<file path="src/rtl/btn_debounce.sv">
// Debounce and edge-detect for the whack-a-mole button grid.
// Everything runs on clk; the slow sample rate is a clock enable, not a divided clock.
module btn_debounce #(
   parameter int N_BTN      = 9,
   parameter int SAMPLE_DIV = 5000,
   parameter int STABLE_CNT = 10,
   localparam int IDX_W     = (N_BTN > 1) ? $clog2(N_BTN) : 1
) (
   input  logic             clk,
   input  logic             rst,
   input  logic [N_BTN-1:0] btn_raw,
   output logic [N_BTN-1:0] btn_level,
   output logic [N_BTN-1:0] btn_press,
   output logic [N_BTN-1:0] btn_release,
   output logic             press_any,
   output logic [IDX_W-1:0] press_idx,
   output logic             sample_tick
);

   localparam int DIV_W = $clog2(SAMPLE_DIV);
   localparam int CNT_W = $clog2(STABLE_CNT + 1);

   localparam logic [DIV_W-1:0] DIV_LAST    = DIV_W'(SAMPLE_DIV - 1);
   localparam logic [CNT_W-1:0] STABLE_LAST = CNT_W'(STABLE_CNT - 1);

   typedef enum logic [1:0] {
      REL        = 2'd0,
      PRESS_PEND = 2'd1,
      HELD       = 2'd2,
      REL_PEND   = 2'd3
   } stateType;

   logic [N_BTN-1:0] syncStage1;
   logic [N_BTN-1:0] syncStage2;
   logic [DIV_W-1:0] divCnt;
   stateType         btnState  [N_BTN];
   logic [CNT_W-1:0] stableCnt [N_BTN];

   // Two-flop synchronizer: the raw pins are asynchronous to clk, so only the
   // second stage is ever looked at by the debounce state machines.
   always_ff @(posedge clk) begin
      if (rst) begin
         syncStage1 <= '0;
         syncStage2 <= '0;
      end else begin
         syncStage1 <= btn_raw;
         syncStage2 <= syncStage1;
      end
   end

   // Free-running strobe counter. The strobe is decoded straight from the
   // count so it is high during the terminal count cycle, the same cycle the
   // counter wraps back to zero.
   always_ff @(posedge clk) begin
      if (rst) begin
         divCnt <= '0;
      end else if (sample_tick) begin
         divCnt <= '0;
      end else begin
         divCnt <= divCnt + DIV_W'(1);
      end
   end

   assign sample_tick = (divCnt == DIV_LAST);

   // One debounce FSM per button, all advancing only on the sample strobe.
   // A pending state counts agreeing samples; a single disagreeing sample
   // throws the count away and returns to the settled state. Level and the
   // edge pulses are registered on the edge that settles into HELD or REL,
   // so the pulse lines up with the first cycle the new level is visible.
   // Pulses default low every cycle; strobes are never back to back, so a
   // pulse can never last more than one cycle.
   always_ff @(posedge clk) begin
      if (rst) begin
         btn_level   <= '0;
         btn_press   <= '0;
         btn_release <= '0;
         for (int i = 0; i < N_BTN; i++) begin
            btnState[i]  <= REL;
            stableCnt[i] <= '0;
         end
      end else begin
         btn_press   <= '0;
         btn_release <= '0;
         if (sample_tick) begin
            for (int i = 0; i < N_BTN; i++) begin
               case (btnState[i])
                  REL: begin
                     if (syncStage2[i]) begin
                        if (STABLE_CNT == 1) begin
                           btnState[i]  <= HELD;
                           stableCnt[i] <= '0;
                           btn_level[i] <= 1'b1;
                           btn_press[i] <= 1'b1;
                        end else begin
                           btnState[i]  <= PRESS_PEND;
                           stableCnt[i] <= CNT_W'(1);
                        end
                     end
                  end
                  PRESS_PEND: begin
                     if (!syncStage2[i]) begin
                        btnState[i]  <= REL;
                        stableCnt[i] <= '0;
                     end else if (stableCnt[i] == STABLE_LAST) begin
                        btnState[i]  <= HELD;
                        stableCnt[i] <= '0;
                        btn_level[i] <= 1'b1;
                        btn_press[i] <= 1'b1;
                     end else begin
                        stableCnt[i] <= stableCnt[i] + CNT_W'(1);
                     end
                  end
                  HELD: begin
                     if (!syncStage2[i]) begin
                        if (STABLE_CNT == 1) begin
                           btnState[i]    <= REL;
                           stableCnt[i]   <= '0;
                           btn_level[i]   <= 1'b0;
                           btn_release[i] <= 1'b1;
                        end else begin
                           btnState[i]  <= REL_PEND;
                           stableCnt[i] <= CNT_W'(1);
                        end
                     end
                  end
                  REL_PEND: begin
                     if (syncStage2[i]) begin
                        btnState[i]  <= HELD;
                        stableCnt[i] <= '0;
                     end else if (stableCnt[i] == STABLE_LAST) begin
                        btnState[i]    <= REL;
                        stableCnt[i]   <= '0;
                        btn_level[i]   <= 1'b0;
                        btn_release[i] <= 1'b1;
                     end else begin
                        stableCnt[i] <= stableCnt[i] + CNT_W'(1);
                     end
                  end
                  default: begin
                     btnState[i]  <= REL;
                     stableCnt[i] <= '0;
                  end
               endcase
            end
         end
      end
   end

   // Press encoder for the game FSM: scanning from the top down lets the
   // lowest pulsing index win when several buttons land in the same cycle.
   always_comb begin
      press_any = |btn_press;
      press_idx = '0;
      for (int i = N_BTN - 1; i >= 0; i--) begin
         if (btn_press[i]) begin
            press_idx = IDX_W'(i);
         end
      end
   end

endmodule

</file>
<file path="config.mk">
export PLATFORM = sky130hd
export DESIGN_NAME = btn_debounce
export DESIGN_NICKNAME = d
export VERILOG_FILES = /design/src/rtl/btn_debounce.sv
export SDC_FILE = /design/constraint.sdc
export NUM_CORES = 1
export LEC_CHECK = 0
export ABC_CLOCK_PERIOD_IN_PS = 2750
export BUFFER_PORTS_ARGS = -buffer_cell sky130_fd_sc_hd__buf_2
export CAP_MARGIN = 20
export CORE_ASPECT_RATIO = 0.6
export CORE_MARGIN = 2
export CORE_UTILIZATION = 40
export CTS_CLUSTER_SIZE = 40
export DETAILED_ROUTE_END_ITERATION = 10
export PLACE_DENSITY = 0.7
export SLEW_MARGIN = 20
export SYNTH_ARGS = -nofsm -noshare
export SYNTH_HDL_FRONTEND = slang
export SYNTH_SLANG_ARGS = --single-unit
export TNS_END_PERCENT = 5
</file>
<file path="constraint.sdc">
create_clock -name clk -period 2.75 [get_ports clk]
set_input_delay 0.1375 -clock clk [delete_from_list [all_inputs] [get_ports clk]]
set_output_delay 0.1375 -clock clk [all_outputs]
set_load 0.01 [all_outputs]
</file>
## After elaboration in Yosys (flattened, before gate mapping)

Memories as Yosys holds them, arrays and structs flattened.
Index checks and enable logic that the tools add are counted.
W data, S select, Z words.

- Logic and storage cells: 798
- Memories kept: 2
- Output and inout bits: 33
- Bits in writable memories: 54
- Register bits: 58

Memory list:

| name | words | width | rd ports | clocked after memory_dff | wr ports | RTL line | source |
|---|---|---|---|---|---|---|---|
| stableCnt | 9 | 4 | 9 | 0 | 9 | 37 | `logic [CNT_W-1:0] stableCnt [N_BTN];` |
| btnState | 9 | 2 | 9 | 0 | 9 | 36 | `stateType btnState [N_BTN];` |

- Reduce and logical (&&, ||, !) cells: 30
- Muxes and demuxes: 542
- $add $sub $neg: 10
- Bitwise gates (word level): 127
- Equal/unequal tests: 73

Operator list:

| kind | count |
|---|---|
| $mux W1 | 398 |
| $mux W4 | 81 |
| $or A1 B1 Y1 | 126 |
| $mux W2 | 54 |
| $ne A2 B2 Y1 const B | 36 |
| $reduce_and A6 Y1 | 9 |
| $add A4 B1 Y4 const B | 9 |
| $eq A2 B2 Y1 const B | 18 |
| $eq A4 B4 Y1 const B | 9 |
| $eq A2 B1 Y1 const B | 9 |
| $logic_not A2 Y1 | 9 |
| $pmux W1 S2 | 9 |
| $reduce_bool A2 Y1 | 9 |
| $add A13 B1 Y13 const B | 1 |
| $eq A13 B13 Y1 const B | 1 |
| $reduce_or A9 Y1 | 1 |
| $reduce_or A2 Y1 | 2 |
| $not A1 Y1 | 1 |

## Logic depth before layout (Yosys ltp)

- Depth after elaboration: 13
- Gate-level depth with buffers: 9
- Mapped depth without buffers: 8

## Least setup slack after synthesis

Ideal clock, no wire load.

- Path type: reg-to-reg
- Start point: memory stableCnt[1][0] in the netlist's numbering
- End point: memory stableCnt[0][0] in the netlist's numbering, data pin
- Setup slack: 0.156 ns
- Clock period less this slack: 2.594 ns
- Library setup time: 0.281 ns
- Stages on the path, launching flop included: 9
- Data arrival time: 2.312 ns
- Data required time: 2.469 ns
- Path through: edfxtp_1 > ha_1 > and3b_1 > buf_6 > nor3_1 > a21oi_1 > or4_4 > nor4_4 > a211oi_1

RTL lines:

| what | RTL line |
|---|---|
| from (decl) | 37 |

==> impl_metrics.tcl <==
set metrics [dict create \
    portBuffers 43 \
    cts-htree-levels 3 \
    startpoint_type "register" \
    synth_area_leader_cell "edfxtp_1" \
    min_period_ns 2.677 \
    holdCritStartpoint "btn_raw[5]" \
    drive_above_1_share_pct 16.69 \
    hold_violations 0 \
    grt_setup_unrepaired "no" \
    post_cts_buffers 0 \
    layout.nets 636 \
    clkLatencyLatePin_ns 0.36 \
    cp.arrival_ns 2.75 \
    ys_warn_count 0 \
    ys_seq_area_share_pct 51.26 \
    avgViaCountPerCell 5.397 \
    period_share_pct 97.35 \
    clkSlewWorstSetupHoldPaths_ns 0.08 \
    fin_util_pct 48.31 \
    grt_usage_pct 18.77 \
    setup_tns_ns 0 \
    cpMaxStageDelayCell "or4_4" \
    row_count 32 \
    fillers 1207 \
    irDropWorstVdd_uv 272.3 \
    io_pins 44 \
    grt_pass1_vias 4184 \
    cap_violations 0 \
    drtPass1Iterations 5 \
    min_to "syncStage1[5]" \
    initial_utilization_pct 41.59 \
    r2r_slack_ns 0.07 \
    layout_setup_ws_ns 0.07284 \
    synth_top_area_share_pct 29.87 \
    use_met2_pct 28.91 \
    grt_max_degree 30 \
    ys.flop_type "dfxtp_1" \
    met1_usage_pct 25.67 \
    fp.coreArea_um2 13050 \
    slew-limit-headroom_pct 39.57 \
    status "complete, no violations" \
    cts_tree "done" \
    grt_use_met3_pct 5.535 \
    clock-root-buffer "clkbuf_16" \
    diodes 0 \
    crit_chain "xor2_1 -> nor2b_4 -> a21oi_1 -> or4_4 -> nor4_4 -> buf_4 -> a211oi_1" \
    antenna_found_initial 0 \
    gr-total-overflow 0 \
    p_per_area_nw_per_um2 540.6 \
    synth-edff-count 54 \
    wire_per_inst_um 16.47 \
    tightest_slew_ns 0.8981 \
    skew_ns 0.01111 \
    die_w_um 154.4 \
    place_ws_ns 0.1068 \
    holdPathStages 2 \
    maxSlewViolCount 0 \
    reg2reg_to "stableCnt[0][0]" \
    r2r_start "btnState[3][1]" \
    slowest_delay_ns 0.63 \
    syn2layout_area_growth_pct 16.16 \
    top_usage_layer "met2" \
    ys_top_cells_by_area "edfxtp_1, dfxtp_1, nor2_1" \
    worst_r2r_path_depth 7 \
    dieArea_um2 14550 \
    grt_pass1_wl_um 21270 \
    yosysMostFrequentCell "nor2_1" \
    cts_buffers 9 \
    drc_errors 0 \
    dp_hpwl_um 9584 \
    path_class "reg2reg" \
    wl_um 12860 \
    ys_async_sr_fraction_pct 0 \
    place_congestion 0.9100 \
    endpoint_kind "register" \
    initialDrtViolationCount 371 \
    num_vias 4215 \
    hp-class "in2reg" \
    syn_area_um2 5429 \
    setup_viol 0 \
    ys_seq_elements 112 \
    synthDistinctLibCells 50 \
    clock-sinks 112 \
    synth_commonest_cells "nor2_1, dfxtp_1, edfxtp_1" \
    postRouteAntennaNets 0 \
    synth_nets 575 \
    syn_avg_cell_area_um2 9.961 \
    die_h_um 94.24 \
    cp_data_required_time_ns 2.83 \
    path_max_fanout 6 \
    clockBufferDepth 2 \
    power.leakage_nw 2.425 \
    synth_cells 545 \
    fmax_ghz 0.3735 \
    startpoint "btnState[3][1]" \
]
[stage by stage]
stage | std cells | power, mW | hold WS, ns | area, um2
after floorplan | 545 | 2.057 | 0.2657 | 5429
after global placement | 760 | 2.128 | 0.3513 | 5954
final | 781 | 3.409 | 0.002443 | 6306
after global routing | 781 | 3.532 | 0.01601 | 6306
after CTS | 781 | 3.424 | 0.003191 | 6292
after detailed placement | 760 | 2.141 | 0.3593 | 5954
[report_power, final]
part / total [mW] / switching (mW) / internal, mW
combinational: 0.248 / 0.135 / 0.114
sequential: 1.87 / 0.0659 / 1.80
clock: 1.29 / 0.638 / 0.656
total: 3.41 / 0.838 / 2.57
[routing by layer]
metal	up-vias	wire length, um	part of all wire, %
li1	2032	-	-
met2	132	5529	43
met4	0	189	1.5
met1	2036	6240	49
met3	15	903	7.0
met5	-	0	0
[cell families (layout without fill, tap and decap cells)]
| kind of cell | after synthesis | in the layout | share of synthesized area, % |
|---|---|---|---|
| XOR/XNOR | 42 | 42 | 6.776 |
| flip-flops | 112 | 112 | 51.26 |
| adder cells (fa/ha/maj) | 19 | 19 | 4.379 |
| buffers and inverters | 40 | 106 | 3.065 |
| AO/OA/AOI/OAI | 80 | 80 | 10.37 |
| AND/OR/NAND/NOR | 252 | 252 | 24.15 |
[cell type report]
cell class	instances	area (um2)	share of cell area, %
tap	170	212.7	3.373
clock buffer	10	239.0	3.790
multi-input combinational	393	2494	39.54
timing repair buffer	73	465.4	7.381
clock inverter	6	48.80	0.7738
inverter	17	63.81	1.012
sequential	112	2783	44.13
[critical path: cells and delay by family, from the launching register on]
kind,cells,cell delay (ns)
buf+inv,1,0.22
xor+xnor,1,0.34
compound gates,2,0.17
simple gates,3,1.18
flops,1,0.47
[worst max path at each step]
stage,endpoint,cells after the start
after floorplan,stableCnt[0][0],8
after global placement,btnState[6][0],8
after detailed placement,btnState[7][0],8
after CTS,btnState[7][0],8
after global routing,stableCnt[5][0],7
final,stableCnt[0][0],7
[state kept, by name, summed over array words and instances (netlist names)]
signal       flops
syncStage1       9
btnState        18
btn_level        9
btn_press        9
btn_release      9
stableCnt       36
divCnt          13
syncStage2       9
[timing repair]
item                                    CTS  global route
endpoints found under the setup margin    0             9
hold buffers                              5             0
gates resized for setup                   0             3
hold endpoints to repair                  5             0
[layout by cell type, fill, tap and decap left out, types with 6 or more instances in the layout]
| cell | n |
|---|---|
| nor4b_1 | 6 |
| dfxtp_1 | 58 |
| inv_1 | 17 |
| edfxtp_1 | 54 |
| nor2b_1 | 20 |
| xnor2_1 | 22 |
| a211oi_1 | 6 |
| o31ai_1 | 7 |
| and3_1 | 6 |
| buf_2 | 43 |
| ha_1 | 19 |
| nor2_1 | 70 |
| o21a_1 | 12 |
| xor2_1 | 19 |
| nand3_1 | 32 |
| o21ai_0 | 8 |
| nand2_1 | 48 |
| nand3b_1 | 7 |
| or3_1 | 7 |
| buf_4 | 24 |
| a31oi_1 | 7 |
| nand2b_1 | 11 |
| a21oi_1 | 20 |
| clkbuf_16 | 9 |
| nor3_1 | 11 |
Power figures use the tool's default switching activity.
